File: src/rtl/ma_decim_fifo.sv
// Downstream stage of the 8-tap moving-average filter. It drops the filter's
// start-up transient, keeps one of every DECIM samples after that, and queues
// the kept samples in a show-ahead FIFO with a valid/ready output.
module ma_decim_fifo #(
  parameter int DATA_W = 16,
  parameter int DECIM  = 8,
  parameter int WARMUP = 8,
  parameter int DEPTH  = 16
) (
  input  logic                     clk,
  input  logic                     reset,
  input  logic                     enable,
  input  logic signed [DATA_W-1:0] din,
  output logic signed [DATA_W-1:0] out_data,
  output logic                     out_valid,
  input  logic                     out_ready,
  output logic [$clog2(DEPTH):0]   fill_level,
  input  logic                     clear_ovf,
  output logic                     overflow
);

  localparam int AW = $clog2(DEPTH);
  localparam int WW = (WARMUP > 1) ? $clog2(WARMUP) : 1;
  localparam int PW = (DECIM > 1) ? $clog2(DECIM) : 1;
  localparam logic [WW-1:0] WARM_LAST  = WW'((WARMUP > 0) ? WARMUP - 1 : 0);
  localparam logic [PW-1:0] PHASE_LAST = PW'(DECIM - 1);

  typedef enum logic {
    ST_WARM,
    ST_RUN
  } state_t;

  // With no settling length the stage comes out of reset already running.
  localparam state_t ST_RESET = (WARMUP == 0) ? ST_RUN : ST_WARM;

  state_t          state_q, state_d;
  logic [WW-1:0]   warm_q, warm_d;
  logic [PW-1:0]   phase_q, phase_d;
  logic            keep;

  logic [DATA_W-1:0] mem [DEPTH];
  logic [AW:0]       wr_q, rd_q;
  logic              full, empty, pop, push_ok, drop;

  // Sequencer state register.
  always_ff @(posedge clk or posedge reset) begin
    if (reset) begin
      state_q <= ST_RESET;
      warm_q  <= '0;
      phase_q <= '0;
    end else begin
      state_q <= state_d;
      warm_q  <= warm_d;
      phase_q <= phase_d;
    end
  end

  // Sequencer next state: counts off the warmup, then cycles the decimation phase.
  always_comb begin
    state_d = state_q;
    warm_d  = warm_q;
    phase_d = phase_q;
    if (enable) begin
      unique case (state_q)
        ST_WARM: begin
          if (warm_q == WARM_LAST) begin
            state_d = ST_RUN;
            warm_d  = '0;
            phase_d = '0;
          end else begin
            warm_d = warm_q + WW'(1);
          end
        end
        ST_RUN: begin
          phase_d = (phase_q == PHASE_LAST) ? '0 : phase_q + PW'(1);
        end
        default: state_d = ST_RESET;
      endcase
    end
  end

  // Sequencer output: a sample is kept on the first phase of each decimation period.
  always_comb begin
    keep = enable && (state_q == ST_RUN) && (phase_q == '0);
  end

  // FIFO status and handshake decode.
  always_comb begin
    empty     = (wr_q == rd_q);
    full      = (wr_q[AW] != rd_q[AW]) && (wr_q[AW-1:0] == rd_q[AW-1:0]);
    out_valid = !empty;
    pop       = out_valid && out_ready;
    // A simultaneous pop frees the slot, so a full FIFO can still accept.
    push_ok   = keep && (!full || pop);
    drop      = keep && full && !pop;
    out_data  = out_valid ? mem[rd_q[AW-1:0]] : '0;
    fill_level = wr_q - rd_q;
  end

  // FIFO pointers; the extra MSB distinguishes full from empty.
  always_ff @(posedge clk or posedge reset) begin
    if (reset) begin
      wr_q <= '0;
      rd_q <= '0;
    end else begin
      if (push_ok) wr_q <= wr_q + (AW+1)'(1);
      if (pop)     rd_q <= rd_q + (AW+1)'(1);
    end
  end

  // FIFO storage, not reset.
  always_ff @(posedge clk) begin
    if (push_ok) mem[wr_q[AW-1:0]] <= din;
  end

  // Sticky overflow flag; a new drop wins over a coincident clear.
  always_ff @(posedge clk or posedge reset) begin
    if (reset) begin
      overflow <= 1'b0;
    end else if (drop) begin
      overflow <= 1'b1;
    end else if (clear_ovf) begin
      overflow <= 1'b0;
    end
  end

endmodule

File: config.mk
export PLATFORM = sky130hd
export DESIGN_NAME = ma_decim_fifo
export DESIGN_NICKNAME = d
export VERILOG_FILES = /design/src/rtl/ma_decim_fifo.sv
export SDC_FILE = /design/constraint.sdc
export NUM_CORES = 1
export LEC_CHECK = 0
export ABC_AREA = 0
export CAP_MARGIN = 20
export CORE_MARGIN = 3
export CORE_UTILIZATION = 45
export CTS_BUF_LIST = sky130_fd_sc_hd__clkbuf_8 sky130_fd_sc_hd__clkbuf_16
export CTS_CLUSTER_DIAMETER = 60
export CTS_CLUSTER_SIZE = 24
export DETAILED_ROUTE_END_ITERATION = 12
export PLACE_DENSITY = 0.7
export SETUP_SLACK_MARGIN = 0.3
export SYNTH_ARGS = -nofsm -noshare
export SYNTH_HDL_FRONTEND = slang
export SYNTH_SLANG_ARGS = --single-unit
File: constraint.sdc
create_clock -name clk -period 7 [get_ports clk]
set_clock_uncertainty 0.1 [all_clocks]
set_input_delay 1.4 -clock clk [delete_from_list [all_inputs] [get_ports clk]]
set_output_delay 1.4 -clock clk [all_outputs]
set_load 0.03 [all_outputs]
==> impl_metrics.tcl <==
set metrics [dict create \
    fin_util_pct 51.9 \
    synth_edf_count 256 \
    critical_path.startpoint "rd_q[2]" \
    placed_cells 882 \
    drtAntennaViolNets 0 \
    drt-initial-drc-count 481 \
    cts_buffer_depth 3 \
    area_growth_pct 12.6 \
    wire_per_inst_um 24.3 \
    placed_area_sq_um 11800 \
    worstSetupPathType "flop to primary output" \
    worst_pin_slew_ns 0.812 \
    yosysSeqAreaShare_pct 74.6 \
    syn_avg_cell_area_sq_um 20.8 \
    core_sq_um 23700 \
    hold_path_class "flop to flop" \
    drtPass1Iterations 4 \
    antenna_found_initial 0 \
    required_ns 5.50 \
    nets 618 \
    rows 56 \
    grt_max_degree 38 \
    syn_nets 560 \
    r2r_start "rd_q[2]" \
    period_share_pct 81.7 \
    path_max_fanout 36 \
    dpl.hpwl_um 13000 \
    fp.dieArea_sq_um 26100 \
    peakVddDrop_v 0.000520 \
    yosys-top-cells-count "edfxtp_1, mux4_2, mux2_2, a21oi_1, dfrtp_1" \
    ys_ff_latch 274 \
    route.detailed.drc 0 \
    tritoncts "done" \
    drv_cap 0 \
    hold_viol 0 \
    worstPathArrival_ns 4.22 \
    cp-end-kind "primary output" \
    netlist_area_sq_um 10900 \
    cts.sinks 274 \
    yosys.cell_count.top_type "edfxtp_1" \
    rsz0062_at_grt "false" \
    track_usage_pct 17.2 \
    cts_buffers 17 \
    io_buffers 43 \
    slew_headroom_pct 45.7 \
    post_cts.repair.setup_buffers 0 \
    maxSlewViolCount 0 \
    ys_types 35 \
    hold_buffers 0 \
    drive_above_1_share_pct 23.6 \
    min-delay-start "overflow" \
    fmax_ghz 0.175 \
    cts.repair.resized 0 \
    ioPinCount 44 \
    synth_area_leaders "edfxtp_1, mux4_2, dfrtp_1" \
    fin_crit_ns 5.72 \
    fin_cells 912 \
    cp-start-kind "flop" \
    initial_core_util_pct 46.1 \
    p_leak_nw 4.00 \
    grt_pass1_wl_um 33700 \
    clkLatencyLatePin_ns 0.49 \
    place_congestion 0.802 \
    status "completed" \
    yosys.area.top_type "edfxtp_1" \
    powerDensity_nw_per_um2 404 \
    async_reset_ff_share_pct 6.57 \
    fin_area_sq_um 12300 \
    synthDominantCellAreaShare_pct 70.5 \
    setup_tns_ns 0 \
    ys.warnings.count 0 \
    p_total_mw 4.96 \
    vias 5250 \
    antenna_cells 0 \
    cts.reportedPaths.clkPinSlew_ns 0.08 \
    die_w_um 162 \
    setup_viol 0 \
    cts_root_buf "clkbuf_16" \
    grt-ovfl-total 0 \
    synthCells 524 \
    grt_pass1_vias 5497 \
    via_per_inst 5.76 \
    drt-total-wl_um 22100 \
    synth_ff_type "edfxtp_1" \
    cts_max_level 1 \
    die_y_um 162 \
]
==> power breakdown <==
group          internal [mW]  total (mW)  switching (mW)
registers               1.89        2.01           0.118
logic                  0.888        1.96            1.07
clock network          0.463       0.998           0.534
==> metrics by stage <==
stage	setup slack (ns)	hold WS (ns)
after global placement	1.99	0.368
after global routing	1.08	0.423
after floorplan	2.60	0.383
final	1.28	0.400
after detailed placement	1.84	0.392
after CTS	1.29	0.411
==> layout make-up <==
type / instances / area [sq um]
clock buffer: 17 / 425
fill: 1898 / 11400
clock inverter: 13 / 93.8
tap: 319 / 399
timing repair buffer: 63 / 581
multi-input combinational: 212 / 2590
inverter: 14 / 52.6
sequential: 274 / 8140
==> sequential cells by signal, summed over array words and instances (netlist names) <==
| register | cells |
|---|---|
| state_q | 1 |
| overflow | 1 |
| rd_q | 5 |
| wr_q | 5 |
| phase_q | 3 |
| warm_q | 3 |
| mem | 256 |
==> worst paths after layout <==
kind,endpoint,slack (ns),depth (start not counted)
worst max-delay path,out_data[1],1.28,8
worst min-delay path,overflow,0.40,2
worst max register to register,mem[15][0],3.24,7
worst min register to register,overflow,0.40,2
max in group asynchronous,rd_q[0],5.08,2
min in group asynchronous,rd_q[4],1.21,2
==> worst max-delay path, stage by stage (launching register included) <==
cell,delay [ns]
dfrtp_1,0.33
buf_4,0.46
inv_2,0.42
ha_1,0.46
and4_1,0.27
nand2_1,0.61
o21ai_0,0.26
a21oi_1,0.20
clkdlybuf4s50_1,0.70
==> cells in the final DEF (no fill, tap or decap), types with 2 or more instances in the layout <==
cell type,netlist,layout
edfxtp_1,256,256
mux4_2,64,64
clkdlybuf4s50_1,0,43
mux2_2,20,20
buf_4,1,20
a21oi_1,18,18
clkbuf_16,0,17
dfrtp_1,18,17
mux2i_1,15,15
ha_1,14,14
inv_1,12,13
nor2_1,14,12
o21ai_1,12,12
nand2_1,11,11
xnor2_1,10,10
o21ai_0,7,7
inv_6,0,5
nand4_1,4,4
nor3_2,0,4
xor2_1,3,3
nand2b_1,3,3
a21o_1,3,3
clkinv_4,0,3
a31oi_1,2,2
inv_2,2,2
nor2_2,0,2
clkinv_1,0,2
==> routing by layer <==
layer / vias to the layer above / track usage (%) / share of wire [%]
met5: - / 0 / 0
met4: 0 / 4.50 / 2.6
met3: 38 / 2.86 / 6.5
met2: 182 / 27.6 / 48
met1: 2786 / 24.9 / 43
li1: 2244 / - / -
==> cells by family after synthesis <==
kind of cell / after synthesis / synth area share [%]
AOI/OAI and AO/OA: 46 / 2.36
buffers and inverters: 38 / 1.89
DFF: 274 / 74.6
adders and majority gates: 15 / 1.79
muxes: 99 / 16.7
xor gates and xnor gates: 13 / 1.04
and+or+nand+nor: 39 / 1.66
Power figures use the tool's default switching activity.
